--- config.mk ---
export PLATFORM = sky130hd
export DESIGN_NAME = pe_frame_loader
export DESIGN_NICKNAME = d
export VERILOG_FILES = /design/src/rtl/snn_noc_pkg.sv /design/src/rtl/snn_pkt_unpack.sv /design/src/rtl/pe_frame_loader.sv
export SDC_FILE = /design/constraint.sdc
export NUM_CORES = 1
export LEC_CHECK = 0
export BUFFER_PORTS_ARGS = -buffer_cell sky130_fd_sc_hd__buf_2
export CAP_MARGIN = 5
export CORE_ASPECT_RATIO = 0.5
export CORE_MARGIN = 4
export CORE_UTILIZATION = 45
export DETAILED_ROUTE_END_ITERATION = 16
export PLACE_DENSITY = 0.74
export SLEW_MARGIN = 5
export SYNTH_ARGS = -nofsm -noshare
export SYNTH_HDL_FRONTEND = slang
export SYNTH_SLANG_ARGS = --single-unit
--- constraint.sdc ---
create_clock -name clk -period 1.9 [get_ports clk]
set_input_delay 0 -clock clk [delete_from_list [all_inputs] [get_ports clk]]
set_output_delay 0 -clock clk [all_outputs]
set_load 0.005 [all_outputs]
--- src/rtl/snn_noc_pkg.sv ---
// Shared NoC definitions for the SNN endpoints: packet field layout,
// operation codes and the PE frame-loader state encoding.
package snn_noc_pkg;

  localparam int unsigned PACKET_W = 39;
  localparam int unsigned ADDR_W   = 4;
  localparam int unsigned OP_W     = 2;
  localparam int unsigned FILTER_W = 24;
  localparam int unsigned SPIKE_W  = 5;

  localparam int unsigned DST_LSB    = 0;
  localparam int unsigned SRC_LSB    = 4;
  localparam int unsigned OP_LSB     = 8;
  localparam int unsigned FILTER_LSB = 10;
  localparam int unsigned SPIKE_LSB  = 34;

  typedef enum logic [1:0] {
    OP_FULL   = 2'd0,
    OP_SPIKE  = 2'd1,
    OP_FILTER = 2'd2,
    OP_RSVD   = 2'd3
  } op_e;

  typedef enum logic [1:0] {
    ST_COLLECT = 2'd0,
    ST_ISSUE   = 2'd1,
    ST_BUSY    = 2'd2
  } loader_state_e;

endpackage

--- src/rtl/snn_pkt_unpack.sv ---
// Combinational slicing of a NoC packet into its fields; shared by the
// NoC endpoints so the field layout lives in one place.
module snn_pkt_unpack
  import snn_noc_pkg::*;
#(
  parameter int unsigned PACKET_WIDTH       = PACKET_W,
  parameter int unsigned ADDR_WIDTH         = ADDR_W,
  parameter int unsigned OP_WIDTH           = OP_W,
  parameter int unsigned FILTER_FRAME_WIDTH = FILTER_W,
  parameter int unsigned SPIKE_FRAME_WIDTH  = SPIKE_W
) (
  input  logic [PACKET_WIDTH-1:0]       pkt_data,
  output logic [ADDR_WIDTH-1:0]         dst,
  output logic [ADDR_WIDTH-1:0]         src,
  output logic [OP_WIDTH-1:0]           op,
  output logic [FILTER_FRAME_WIDTH-1:0] filter,
  output logic [SPIKE_FRAME_WIDTH-1:0]  spike
);

  always_comb begin
    dst    = pkt_data[DST_LSB    +: ADDR_WIDTH];
    src    = pkt_data[SRC_LSB    +: ADDR_WIDTH];
    op     = pkt_data[OP_LSB     +: OP_WIDTH];
    filter = pkt_data[FILTER_LSB +: FILTER_FRAME_WIDTH];
    spike  = pkt_data[SPIKE_LSB  +: SPIKE_FRAME_WIDTH];
  end

endmodule

--- src/rtl/pe_frame_loader.sv ---
// PE-side loader: collects filter/spike frames from NoC packets, then runs
// a start/ack/done handshake with the PE datapath while holding frames stable.
module pe_frame_loader
  import snn_noc_pkg::*;
#(
  parameter int unsigned           PACKET_WIDTH       = PACKET_W,
  parameter int unsigned           ADDR_WIDTH         = ADDR_W,
  parameter int unsigned           OP_WIDTH           = OP_W,
  parameter int unsigned           FILTER_FRAME_WIDTH = FILTER_W,
  parameter int unsigned           SPIKE_FRAME_WIDTH  = SPIKE_W,
  parameter logic [ADDR_WIDTH-1:0] PE_ADDR            = '0
) (
  input  logic                          clk,
  input  logic                          reset,
  input  logic                          pkt_valid,
  output logic                          pkt_ready,
  input  logic [PACKET_WIDTH-1:0]       pkt_data,
  output logic [FILTER_FRAME_WIDTH-1:0] filter_frame,
  output logic [SPIKE_FRAME_WIDTH-1:0]  spike_frame,
  output logic [ADDR_WIDTH-1:0]         filter_src,
  output logic                          pe_start,
  input  logic                          pe_ack,
  input  logic                          pe_done,
  output logic [7:0]                    drop_count
);

  logic [ADDR_WIDTH-1:0]         f_dst;
  logic [ADDR_WIDTH-1:0]         f_src;
  logic [OP_WIDTH-1:0]           f_op_raw;
  logic [FILTER_FRAME_WIDTH-1:0] f_filter;
  logic [SPIKE_FRAME_WIDTH-1:0]  f_spike;
  op_e                           f_op;

  loader_state_e state;
  loader_state_e next_state;
  logic          filter_loaded;
  logic          spike_loaded;

  logic xfer;
  logic drop;
  logic accept;
  logic take_filter;
  logic take_spike;
  logic filter_next;
  logic spike_next;

  snn_pkt_unpack #(
    .PACKET_WIDTH       (PACKET_WIDTH),
    .ADDR_WIDTH         (ADDR_WIDTH),
    .OP_WIDTH           (OP_WIDTH),
    .FILTER_FRAME_WIDTH (FILTER_FRAME_WIDTH),
    .SPIKE_FRAME_WIDTH  (SPIKE_FRAME_WIDTH)
  ) u_unpack (
    .pkt_data (pkt_data),
    .dst      (f_dst),
    .src      (f_src),
    .op       (f_op_raw),
    .filter   (f_filter),
    .spike    (f_spike)
  );

  assign f_op = op_e'(f_op_raw);

  // pkt_ready is only ever high in COLLECT, so xfer implies COLLECT.
  always_comb begin
    xfer        = pkt_valid && pkt_ready;
    drop        = xfer && ((f_dst != PE_ADDR) || (f_op == OP_RSVD));
    accept      = xfer && !drop;
    take_filter = accept && ((f_op == OP_FULL) || (f_op == OP_FILTER));
    take_spike  = accept && ((f_op == OP_FULL) || (f_op == OP_SPIKE));
    filter_next = filter_loaded || take_filter;
    spike_next  = spike_loaded || take_spike;

    next_state = state;
    unique case (state)
      ST_COLLECT: if (accept && filter_next && spike_next) next_state = ST_ISSUE;
      ST_ISSUE:   if (pe_ack)  next_state = ST_BUSY;
      ST_BUSY:    if (pe_done) next_state = ST_COLLECT;
      default:    next_state = ST_COLLECT;
    endcase
  end

  always_ff @(posedge clk) begin
    if (reset) begin
      state         <= ST_COLLECT;
      pkt_ready     <= 1'b0;
      pe_start      <= 1'b0;
      filter_frame  <= '0;
      spike_frame   <= '0;
      filter_src    <= '0;
      filter_loaded <= 1'b0;
      spike_loaded  <= 1'b0;
      drop_count    <= '0;
    end else begin
      state     <= next_state;
      pkt_ready <= (next_state == ST_COLLECT);
      pe_start  <= (next_state == ST_ISSUE);

      if (take_filter) begin
        filter_frame  <= f_filter;
        filter_src    <= f_src;
        filter_loaded <= 1'b1;
      end

      if (take_spike) begin
        spike_frame  <= f_spike;
        spike_loaded <= 1'b1;
      end else if ((state == ST_ISSUE) && pe_ack) begin
        spike_loaded <= 1'b0;
      end

      if (drop && (drop_count != '1)) begin
        drop_count <= drop_count + 8'd1;
      end
    end
  end

endmodule

## After elaboration in Yosys (flattened, before gate mapping)

Index checks and enable logic that the tools add are counted.
W data, S select, Z words.

- Register bits: 47
- Input port bits: 44

- Equal/unequal tests: 7
- Multiplexer cells: 6
- Reductions and logical operators: 20
- $add $sub $neg: 1

Operator list:

| kind | count |
|---|---|
| $logic_and A1 B1 Y1 | 9 |
| $add A8 B1 Y8 const B | 1 |
| $ne A8 B8 Y1 const B | 1 |
| $eq A2 B1 Y1 const B | 3 |
| $eq A2 B2 Y1 const B | 3 |
| $logic_not A2 Y1 | 3 |
| $mux W2 | 3 |
| $pmux W2 S3 | 1 |
| $logic_or A1 B1 Y1 | 5 |
| $reduce_bool A4 Y1 | 1 |
| $mux W1 | 2 |
| $reduce_bool A2 Y1 | 1 |
| $logic_not A1 Y1 | 1 |

## Depth between registers and ports, before layout

- Depth after elaboration: 12
- Depth in mapped cells: 6

## By module

From an unflattened synthesis, not the netlist that was laid out.

- Cell total of the unflattened synthesis: 260
- Area total of the unflattened synthesis: 2125.8 µm²

Modules (own cells, without submodules):

| module | times used | cells an instance | area an instance (µm²) | seq. area each (µm²) |
|---|---|---|---|---|
| pe_frame_loader | 1 | 221 | 1833.0 | 940.9 |
| snn_pkt_unpack | 1 | 39 | 292.8 | 0.0 |

## Worst setup path after synthesis

Ideal clock, no wire load.

- Path type: register to register
- From: register drop_count[0]
- To: register drop_count[7]
- Setup time: 0.121 ns
- Arrival: 1.258 ns
- Buffers on the path: 0
- Clock period less this slack: 1.379 ns
- Path slack: 0.521 ns
- Stages on the path, launching flop included: 6
- Data required time: 1.779 ns
- Path through: dfxtp_1 > ha_1 > nand3_1 > o21ai_0 > nor3_1 > mux2_2

- Word-level cells in the longest chain between the ends: 2

RTL lines:

| what | RTL line | text |
|---|---|---|
| start, declared | pe_frame_loader.sv:24 | `output logic [7:0] drop_count` |
| start signal, assigned | pe_frame_loader.sv:113 | `drop_count <= drop_count + 8'd1;` |
| branches (longest 2 deep; another with $add A8 B1 Y8) | - |  |

Several ways; the timed one is not identified.
A chain may end at the register's enable or synchronous reset.

## Final worst setup path

- From: register pkt_ready
- To: register drop_count[6]

- Word-level cells in the longest chain between the ends: 3

RTL lines:

| what | RTL line | text |
|---|---|---|
| start, declared | pe_frame_loader.sv:16 | `output logic pkt_ready,` |
| start signal, assigned | pe_frame_loader.sv:96 | `pkt_ready <= (next_state == ST_COLLECT);` |
| $logic_and A1 B1 Y1 | pe_frame_loader.sv:66 | `xfer = pkt_valid && pkt_ready;` |
| $logic_and A1 B1 Y1 | pe_frame_loader.sv:67 | `drop = xfer && ((f_dst != PE_ADDR) \|\| (f_op == OP_RSVD));` |
| $logic_and A1 B1 Y1 | pe_frame_loader.sv:112 | `if (drop && (drop_count != '1)) begin` |

No other way between the ends.

==> summary.md <==
In the finished design, the share of the clock period the worst path needs comes to 80.0%. Final critical-path required period: 1520 ps. Relative to the synthesized area, the layout overhead comes to 47.7%. The synthesized netlist occupies a cell area of 1830 um^2. The floorplan step set the die height to 53.1 um. For the worst slack at placement, the log shows 374 ps. Sorting the synthesized cells by area gives the leading types as dfxtp_1 (51%), nand2_1 (13%), a21oi_1 (9.8%), mux2i_1 (3.3%), nor2_1 (2.9%).

The die is 98.3 um wide. For this run, the top clock speed supported by timing is 0.658 GHz. The run gives 18.3% as the overall track demand over capacity in global routing.

In the final routed layout, each cell accounts on average for 12.2 um. At the pin with the least slew margin, the transition time is 871 ps. Detailed placement ended at an HPWL of 3.03 mm.

Row generation in the floorplan step produced 16 rows. For this run, the number of Yosys warnings is 0. Clock-pin slew was measured on the worst setup and hold paths at 80 ps. The logs give 0 for the post-CTS setup-driven buffer insertion count and 2.44 ps for the clock skew after layout.

The tools report the setup TNS after final layout as 0 ps. Dividing total power by cell area gives a power density of 641 nW/um^2. The worst stage delay on the critical path came out at 500 ps. The total overflow left after global routing is 0. The worst setup path is launched from a flop.

The instance area at placement came out at 2280 um^2. The final hold violation count is 0. Net count after synthesis: 266. The worst-case IR drop observed on VDD is 0.319 mV. The pre-antenna-repair detailed-routing pass consisted of 4 iterations. After clock tree synthesis, the flow added hold-fix buffers numbering 34. The run gives 0 as the total setup violations reported at the end of the flow.

The net count of the finished layout is 384. Post-layout utilization of the core: 69.4%. The minimum setup slack in the final design was 380 ps; the total of buffers placed on input and output ports was 86. The critical path goes through nand2_1, a21o_1, or4_1, a21oi_1. Number of distinct standard cells referenced by the synthesized netlist: 34. The post-route worst hold slack is 15.4 ps.

TritonCTS built the clock tree. Summed over all instances, the cell type with the most area after synthesis is dfxtp_1. Synthesis inferred 47 register bits. The worst setup path is captured at a flop. The core region is 3900 um^2. The run gives 352 as the post-placement cell count.

The flow ran to the end, and the final reports show no timing, DRC or antenna violations. The H-tree was split into 2 levels. 0 antenna diodes ended up in the layout.

After filler insertion, the fill cell instance count of the layout stands at 354. The initial antenna violation count is 0, and the routed via count is 1929. Among all stages on the critical path, the largest delay is contributed by or4_1. The congestion estimate from routability-driven global placement came to 0.762. The finished layout holds 393 standard cells, fillers aside. The via count of the first global-routing pass was 1734; the proportion of netlist area held by the largest area contributor was 51.3%. Tracing the worst setup path back leads to its startpoint at pkt_ready. Summing the sequential cell areas from Yosys gives 51.3% of the chip area.

The top-level port count is 87, and the clock sink count is 47. Counting flops with an async set or reset pin after synthesis yields a share of 0%. In this run, synthesis inferred 0 flip-flops with an integrated enable.

The multi-input combinational cells in the finished layout cover a total of 803 um^2. After clock tree synthesis, the repair step resized 0 gates. For this run, design rule violations remaining after detail routing come to 0.

Buffers inserted during clock tree synthesis total 5. For the critical path data arrival time, the log shows 1730 ps. The cell leakage power was 1.17 nW. Dividing the synthesized area by the synthesized cell count gives 8.29 um^2. The clock latency reported for the late side of the worst-skew pair came out at 290 ps. The min-delay analysis places its worst path in the category primary input to flop. The logs give 2710 um^2 for the post-route standard cell area excluding fillers and 42.0% for the relative slew slack.

The worst setup path is of the flop to flop kind. The die covers 5220 um^2. The completed layout was analyzed and its total power is 1.73 mW. Startpoint of the lowest-slack register-to-register path: pkt_ready.

Setup repair after global routing left no endpoint under its margin. The detailed-route vias per instance came out at 4.91. Entering global routing, the biggest net connects 51 pins.

The most used flip-flop cell after synthesis is dfxtp_1. After detailed routing, the total wire length is 4.80 mm. In this run the worst path has a maximum fanout of 14. Of the cells placed in the final design, the portion with a size suffix greater than 1 is 29.5%.

The worst register-to-register path has a setup slack of 380 ps. The logs give 0 for the max-slew violation total from the final report and 2 for the largest buffer count on any clock path. The cell chosen for the clock root was clkbuf_8. The tools report the hold path startpoint as pe_ack.

Post-synthesis instance total: 221. The logs give 47.0% for the initial cell density of the core and 0 for the number of max-cap violations. For the starting DRC count in detailed routing, the log shows 47.

Once detail routing completed, the nets flagged for antenna violations numbered 0. STA puts the critical path data required time at 2110 ps. The first global-routing pass estimated 7.62 mm of wire. The register area is 941 um^2.
[cells in the mapped netlist (2+ instances only)]
master	instances
a211oi_1	2
a21oi_1	36
buf_2	2
buf_6	3
clkbuf_1	5
dfxtp_1	47
inv_1	4
mux2i_1	6
nand2_1	62
nand2b_1	3
nand4_1	2
nor2_1	14
nor3_2	2
o21ai_0	7
or3_1	6
or4_1	2
[cells in the final DEF, fill, tap and decap left out, types with 2 or more instances in the layout]
master	n
dfxtp_1	47
mux2i_1	6
buf_4	3
inv_1	4
nor2_1	14
or4_1	2
nand4_1	2
buf_2	86
a211oi_1	2
nand2b_1	3
or3_1	6
dlygate4sd3_1	34
a21oi_1	36
clkbuf_8	6
nand2_1	62
nor3_2	2
o21ai_0	7
[final cells by class]
| type | count | share of cell area (%) |
|---|---|---|
| flip-flops and latches | 47 | 34.8 |
| multi-input cells | 158 | 29.7 |
| repair buffers | 123 | 29.3 |
| clock buffers | 6 | 3.05 |
| well taps | 54 | 2.50 |
| inverters | 4 | 0.555 |
| clock inverters | 1 | 0.185 |
[path summary, 6_finish.rpt]
kind,endpoint,depth (start not counted)
min reg2reg,filter_frame[4],2
max,drop_count[6],4
max reg2reg,drop_count[6],4
min,state[1],3
[report_power, final]
group	internal (mW)	switching [mW]	leakage, nW
clock	0.286	0.302	0.0470
combinational	0.0922	0.0598	0.742
sequential	0.990	0.00470	0.379
total	1.37	0.366	1.17
[cell families after synthesis]
group                    count (synthesis)  share of synthesized area (%)
AO/OA/AOI/OAI                           51                           15.1
flip-flops                              47                           51.3
buffers and inverters                   16                           4.85
AND/OR/NAND/NOR                         99                           24.2
multiplexers                             7                           3.89
adder cells (fa/ha/maj)                  1                          0.682
[sequential cells by signal (all words and copies together), names as in the netlist]
| signal | count |
|---|---|
| filter_frame | 24 |
| drop_count | 8 |
| spike_frame | 5 |
| filter_src | 4 |
| state | 2 |
| filter_loaded | 1 |
| pe_start | 1 |
| pkt_ready | 1 |
| spike_loaded | 1 |
[per-layer routing]
metal | GRT usage [%] | routed length, um | up-vias
met3 | 4.47 | 243 | 6
li1 | - | - | 976
met4 | 4.08 | 35 | 0
met2 | 36.0 | 2560 | 42
met5 | 0 | 0 | -
met1 | 20.4 | 1960 | 905
[worst max-delay path, delay by kind of cell, from the launching register on]
kind / cells / cell delay [ps]
AND/OR/NAND/NOR: 2 / 620
flip-flops: 1 / 350
AO/OA/AOI/OAI: 2 / 470
(Power assumes the default switching activity.)
